`src/rtl/ncl_fullword_sink_sync.sv`:
```
// Clocked sink for an NCL full-word dual-rail result. It synchronizes every rail and
// detects DATA/NULL wavefronts. Each DATA word is handed off through a valid/ready slot.
module ncl_fullword_sink_sync #(
  parameter int unsigned W           = 32,
  parameter int unsigned SYNC_STAGES = 2,
  parameter int unsigned CNT_W       = 16
) (
  input  logic             clk,
  input  logic             init_n,
  input  logic [W-1:0]     sum_t,
  input  logic [W-1:0]     sum_f,
  input  logic             carry_t,
  input  logic             carry_f,
  output logic             comp_o,
  output logic [W-1:0]     out_data,
  output logic             out_carry,
  output logic             out_valid,
  input  logic             out_ready,
  output logic             err_o,
  output logic [CNT_W-1:0] word_cnt
);

  typedef enum logic {WAIT_DATA, WAIT_NULL} state_t;

  state_t state_q, state_d;

  logic [SYNC_STAGES-1:0][W-1:0] st_q, sf_q;
  logic [SYNC_STAGES-1:0]        ct_q, cf_q;
  logic                          run_q;

  logic [W-1:0]     st, sf;
  logic             ct, cf;
  logic             all_data, all_null, any_ill;
  logic             comp_d, valid_d, carry_d, err_d;
  logic [W-1:0]     data_d;
  logic [CNT_W-1:0] cnt_d;

  // Per-rail synchronizer chains; reset to NULL.
  always_ff @(posedge clk or negedge init_n) begin
    if (!init_n) begin
      st_q <= '0;
      sf_q <= '0;
      ct_q <= '0;
      cf_q <= '0;
    end else begin
      st_q <= {st_q[SYNC_STAGES-2:0], sum_t};
      sf_q <= {sf_q[SYNC_STAGES-2:0], sum_f};
      ct_q <= {ct_q[SYNC_STAGES-2:0], carry_t};
      cf_q <= {cf_q[SYNC_STAGES-2:0], carry_f};
    end
  end

  // Reset release is retimed here, so the FSM first acts on the second edge after release.
  always_ff @(posedge clk or negedge init_n) begin
    if (!init_n) run_q <= 1'b0;
    else         run_q <= 1'b1;
  end

  assign st = st_q[SYNC_STAGES-1];
  assign sf = sf_q[SYNC_STAGES-1];
  assign ct = ct_q[SYNC_STAGES-1];
  assign cf = cf_q[SYNC_STAGES-1];

  assign all_data = (&(st ^ sf)) & (ct ^ cf);
  assign all_null = ~(|(st | sf)) & ~(ct | cf);
  assign any_ill  = (|(st & sf)) | (ct & cf);

  // Next-state and next-output logic.
  always_comb begin
    state_d = state_q;
    comp_d  = comp_o;
    valid_d = out_valid;
    data_d  = out_data;
    carry_d = out_carry;
    err_d   = err_o;
    cnt_d   = word_cnt;
    if (run_q) begin
      if (any_ill) err_d = 1'b1;
      if (out_valid && out_ready) valid_d = 1'b0;
      case (state_q)
        WAIT_DATA: begin
          if (!any_ill && all_data && (!out_valid || out_ready)) begin
            data_d  = st;
            carry_d = ct;
            valid_d = 1'b1;
            comp_d  = 1'b1;
            cnt_d   = word_cnt + CNT_W'(1);
            state_d = WAIT_NULL;
          end
        end
        WAIT_NULL: begin
          if (!any_ill && all_null) begin
            comp_d  = 1'b0;
            state_d = WAIT_DATA;
          end
        end
        default: state_d = WAIT_DATA;
      endcase
    end
  end

  always_ff @(posedge clk or negedge init_n) begin
    if (!init_n) begin
      state_q   <= WAIT_DATA;
      comp_o    <= 1'b0;
      out_valid <= 1'b0;
      out_data  <= '0;
      out_carry <= 1'b0;
      err_o     <= 1'b0;
      word_cnt  <= '0;
    end else begin
      state_q   <= state_d;
      comp_o    <= comp_d;
      out_valid <= valid_d;
      out_data  <= data_d;
      out_carry <= carry_d;
      err_o     <= err_d;
      word_cnt  <= cnt_d;
    end
  end

endmodule

```
`config.mk`:
```
export PLATFORM = sky130hd
export DESIGN_NAME = ncl_fullword_sink_sync
export DESIGN_NICKNAME = d
export VERILOG_FILES = /design/src/rtl/ncl_fullword_sink_sync.sv
export SDC_FILE = /design/constraint.sdc
export NUM_CORES = 1
export LEC_CHECK = 0
export CAP_MARGIN = 15
export CORE_ASPECT_RATIO = 0.75
export CORE_MARGIN = 4
export CORE_UTILIZATION = 51
export DETAILED_ROUTE_END_ITERATION = 7
export GPL_TIMING_DRIVEN = 0
export PLACE_DENSITY = 0.77
export RECOVER_POWER = 100
export SETUP_SLACK_MARGIN = 0.1
export SLEW_MARGIN = 10
export SYNTH_ARGS = -nofsm -noshare
export SYNTH_HDL_FRONTEND = slang
export SYNTH_SLANG_ARGS = --single-unit
```
`constraint.sdc`:
```
create_clock -name clk -period 5.5 [get_ports clk]
set_clock_uncertainty 0.15 [all_clocks]
set_input_delay 0.825 -clock clk [delete_from_list [all_inputs] [get_ports clk]]
set_output_delay 0.825 -clock clk [all_outputs]
set_load 0.005 [all_outputs]
```
=== Yosys cells after proc, flatten, opt, wreduce, memory -nomap -nowiden ===
Cells that the tools add are included.
W data, S select, Z words.

* Register bits after elaboration: 186
* Word-level logic and storage cells: 51

* Add/sub/neg operators: 1
* Equal/unequal tests: 2
* Mux-type cells: 9
* Bitwise operators: 12
* Reductions and logical operators: 13

{| class="wikitable"
|+ Operator list
! cell !! count
|-
| $reduce_or A32 Y1 || 2
|-
| $and A32 B32 Y32 || 1
|-
| $or A32 B32 Y32 || 1
|-
| $reduce_and A32 Y1 || 1
|-
| $xor A32 B32 Y32 || 1
|-
| $add A16 B1 Y16 const B || 1
|-
| $mux W1 || 7
|-
| $reduce_and A3 Y1 || 2
|-
| $logic_and A1 B1 Y1 || 4
|-
| $pmux W1 S2 || 2
|-
| $and A1 B1 Y1 || 3
|-
| $not A1 Y1 || 3
|-
| $logic_not A1 Y1 || 2
|-
| $ne A2 B1 Y1 const B || 1
|-
| $ne A2 B2 Y1 const B || 1
|-
| $or A1 B1 Y1 || 2
|-
| $reduce_and A2 Y1 || 1
|-
| $logic_or A1 B1 Y1 || 1
|-
| $xor A1 B1 Y1 || 1
|}

=== Depth between registers and ports, before layout ===
* Word-level depth: 8
* Gate-level depth with buffers: 8
* Mapped depth without buffers: 7

=== Worst setup path after synthesis ===
Ideal clock, no wire load.

* Path type: flip-flop to flip-flop
* Start point: reg st_q, in the netlist st[28]
* End point: reg out_data[10]
* Library setup time: 0.125 ns
* Arrival: 2.040 ns
* Required time: 5.225 ns
* Path slack: 3.185 ns
* Cell stages (with the launch flop): 9
* Path buffers: 1
* Cell sequence: dfrtp_1 inv_1 ha_1 nand4b_4 nor4_4 nand3_2 nor2_8 buf_12 mux2_4

* Word-level cells in the longest chain between the ends: 7
* Elaborated cells on any way between the ends: 10
* Classes of those cells: bitwise: 4; reduce/logical: 6

{| class="wikitable"
|+ RTL lines
! item !! line !! RTL
|-
| start: declaration || 27 || <nowiki>logic [SYNC_STAGES-1:0][W-1:0] st_q, sf_q;</nowiki>
|-
| start signal: assignment || 46 || <nowiki>st_q <= {st_q[SYNC_STAGES-2:0], sum_t};</nowiki>
|-
| $and A32 B32 Y32 || 66 || <nowiki>assign any_ill = (|(st & sf)) | (ct & cf);</nowiki>
|-
| $reduce_or A32 Y1 || 66 ||
|-
| $or A1 B1 Y1 || 66 ||
|-
| $logic_not A1 Y1 || 82 || <nowiki>if (!any_ill && all_data && (!out_valid || out_ready)) begin</nowiki>
|-
| $logic_and A1 B1 Y1 (*) (2 in series) || 82 ||
|-
| $reduce_and A3 Y1 (no source line) (*) || -- ||
|-
| end signal: assignment || 115 || <nowiki>out_data <= data_d;</nowiki>
|-
| end: declaration || 15 || <nowiki>output logic [W-1:0] out_data,</nowiki>
|}

Mark *: on every way between the ends. The rest lies on a longest branch, timed or not.
A chain may end at the register's enable or synchronous reset.

=== Worst setup path after layout ===
* Start point: reg st_q, in the netlist st[23]
* End point: reg out_data[20]

Same word-level chain as after synthesis.

==> metrics.md <==
| Metric | Value |
|---|---|
| Die Wd | 143.4 µm |
| Clock latency at the later pin of the worst-skew pair | 0.43 ns |
| Antenna Cells | 0 |
| Initial core utilization | 0.5310 |
| Critical path type | flip-flop to flip-flop |
| Status | finished, violations left |
| Nets | 732 |
| Final setup TNS | 0 ns |
| First-pass GRT wire length | 21070 µm |
| Die Ht | 109.5 µm |
| Seq/Total Area, Yosys | 0.6642 |
| Worst path cell trace | inv_1, ha_1, nand4_1, nor4_1, nand3_1, nor2_1, buf_12, mux2_1 |
| Synthesized instance count | 456 |
| Vias in the first global route | 4086 |
| Area contributors post-synth | dfrtp_1, ha_1, mux2_4, inv_1, xor2_1 |
| Area Growth Syn to Fin | 26.17% |
| Hold EP | st[11] |
| Floorplan row count | 36 |
| Drt total wl | 12920 µm |
| Non-Filler Instances | 779 |
| Slew HR | -0.6374 |
| Final period util | 0.6560 |
| Worst r2r src | st[23] |
| Die Area | 15700 µm² |
| Startpoint types | flip-flop |
| WHS Path Cells | 0 |
| Violated checks | max-capacitance violations, max-slew violations |
| Synth async-reset ratio | 1.000 |
| HPWL after DPL | 9562 µm |
| Power Density | 305.9 nW/µm² |
| Clock Path Buffers | 2 |
| Cell variety after synth | 36 |
| FMAX | 277.2 MHz |
| Final Wtd Congestion | 0.7692 |
| Top Ports | 121 |
| Post-synthesis cell area | 7008 µm² |
| Hold Crit Class | flip-flop to flip-flop |
| Layout cells sized above 1 | 0.08388 |
| Gr ovfl total | 0 |
| Worst Path Arrival | 3.76 ns |
| Initial DRC count | 125 |
| Dpl cells | 748 |
| Setup bufs post-CTS | 0 |
| Final Critical Period | 3.608 ns |
| Cts hold-fix bufs | 0 |
| Worst-path clk slew | 0.06 ns |
| FF-to-FF End | out_data[20] |
| Max-slew violation count | 108 |
| Post-route ant nets | 0 |
| R2r setup slk | 1.89 ns |
| TritonRoute pass-1 iters | 4 |
| Vias/cell | 4.873 |
| CTS root buf | clkbuf_16 |
| Post-CTS resize count | 0 |
| VDD IR max | 0.2367 mV |
| Synth Register Bits | 186 |
| Design area | 8842 µm² |
| Largest net degree at the start of global routing | 108 |
| Clock Sinks | 186 |
| Vias | 3796 |
| Post-DP Area | 8456 µm² |
| EDFF count, synth | 0 |
| Crit-path max cell delay | 1.16 ns |
| Port Buffer Count | 120 |
| CTS tree | yes |
| Slew @ Worst Pin | 2.456 ns |
| Ys flop type | dfrtp_1 |
| Syn_area_per_cell | 15.37 µm² |
| Syn nets | 592 |
| Remaining DRCs | 0 |
| Clock H-tree levels | 4 |
| Crit-path max FO | 10 |
| Max-cap viol count | 1 |
| LEAKAGE | 4.564 nW |
| R2R depth | 8 |
| Cell accounting for the most synthesized area | dfrtp_1 |
| Final Hold Fails | 0 |
| Synth warn | 0 |
| Endpoints failing setup | 0 |
| Hold_sp | st_q[11] |
| Total CTS buffers | 17 |
| Antenna violations before repair | 0 |
| Worst EP required | 5.65 ns |
| Crit-path slowest cell | nor2_1 |
| Crit path capture type | flip-flop |
| GRT Resource Usage Total | 0.1815 |
| Share of the synthesized area in the top cell type | 0.6642 |
| WL/cell | 16.58 µm |
| RSZ-0062 raised after global routing | no |
| Core box area | 13200 µm² |
-- synthesized netlist by cell type, types with 3 or more instances --
cell and instances:
mux2_4 27, ha_1 67, nor3_1 10, and3_1 3
mux2_2 7, nor4_1 12, dfrtp_1 186, nand3_1 9
xor2_1 14, nand2_1 5, buf_12 3, inv_1 69
nand4_1 17
-- worst max-delay path by stage --
stage	start	cells after the start	to	slack (ns)
floorplan	st[28]	8	out_data[10]	3.19
global placement	init_n	1	st_q[15]	-3.57
detailed placement	out_ready	7	out_data[16]	2.36
CTS	st[23]	7	out_data[20]	2.73
global route	init_n	2	sf[11]	1.52
finish	st[23]	8	out_data[20]	1.89
-- area by class of cell --
type,instances,area [µm²]
multi-input cells,196,1882
plain buffers,5,67.56
fillers,927,4355
repair buffers,121,1211
inverters,69,259.0
well taps,171,214.0
flip-flops and latches,186,4654
clock buffers,21,460.4
clock inverters,10,93.84
-- sequential cells by signal, summed over array words and instances (netlist names), 2 cells and up --
name      flops
ct_q          2
out_data     32
word_cnt     16
st           32
st_q         32
cf_q          2
sf           32
sf_q         32
-- critical path, delay by kind of cell (launching register included) --
kind / cells / cell delay (ns)
multiplexers: 1 / 0.35
buffers and inverters: 2 / 0.32
AND/OR/NAND/NOR: 4 / 1.97
flip-flops: 1 / 0.41
adder cells (fa/ha/maj): 1 / 0.28
-- cell usage in the layout (no fill, tap or decap), types with 5 or more instances in the layout --
| cell type | instances |
|---|---|
| clkbuf_16 | 17 |
| dfrtp_1 | 186 |
| dlygate4sd3_1 | 118 |
| ha_1 | 67 |
| inv_1 | 69 |
| mux2_1 | 25 |
| mux2_2 | 7 |
| nand2_1 | 5 |
| nand3_1 | 10 |
| nand4_1 | 18 |
| nor3_1 | 10 |
| nor4_1 | 13 |
| xor2_1 | 14 |
-- cells by family (layout without fill, tap and decap cells) --
| family | count (synthesis) | in the layout | share of synthesized area |
|---|---|---|---|
| compound gates | 6 | 6 | 0.005892 |
| xor+xnor | 15 | 15 | 0.01875 |
| fa+ha+maj | 67 | 67 | 0.1196 |
| buf+inv | 74 | 226 | 0.04767 |
| flops | 186 | 186 | 0.6642 |
| mux | 34 | 34 | 0.06910 |
| other cells | 1 | 1 | 0.0005351 |
| simple gates | 73 | 73 | 0.07427 |
-- power by group --
part	internal, mW	switching [mW]	total [mW]	leakage (nW)
combinational	0.0585	0.0642	0.123	2.02
sequential	1.42	0.0274	1.45	2.28
clock	0.645	0.491	1.14	0.266
total	2.12	0.583	2.70	4.56
-- layer usage --
metal | GRT usage | wire [µm] | vias up
met5 | 0 | 0 | -
met4 | 0.05645 | 143 | 0
met3 | 0.05478 | 775 | 14
met2 | 0.2785 | 6058 | 103
met1 | 0.2532 | 5941 | 1895
li1 | - | - | 1784
-- stage by stage --
stage / util / setup slack (ns) / hold slack, ns / total power, mW
4_1_cts: 0.6827 / 2.735 / 0.1989 / 2.759
6_report: 0.6700 / 1.892 / 0.1961 / 2.705
2_1_floorplan: - / 3.185 / 0.1812 / 1.503
3_3_place_gp: 0.6382 / -3.565 / 0.1828 / 1.603
5_1_grt: 0.6700 / 1.516 / 0.2000 / 2.819
3_5_place_dp: 0.6407 / 2.357 / 0.1847 / 1.610
No activity file was read; power rests on OpenSTA's default activity.
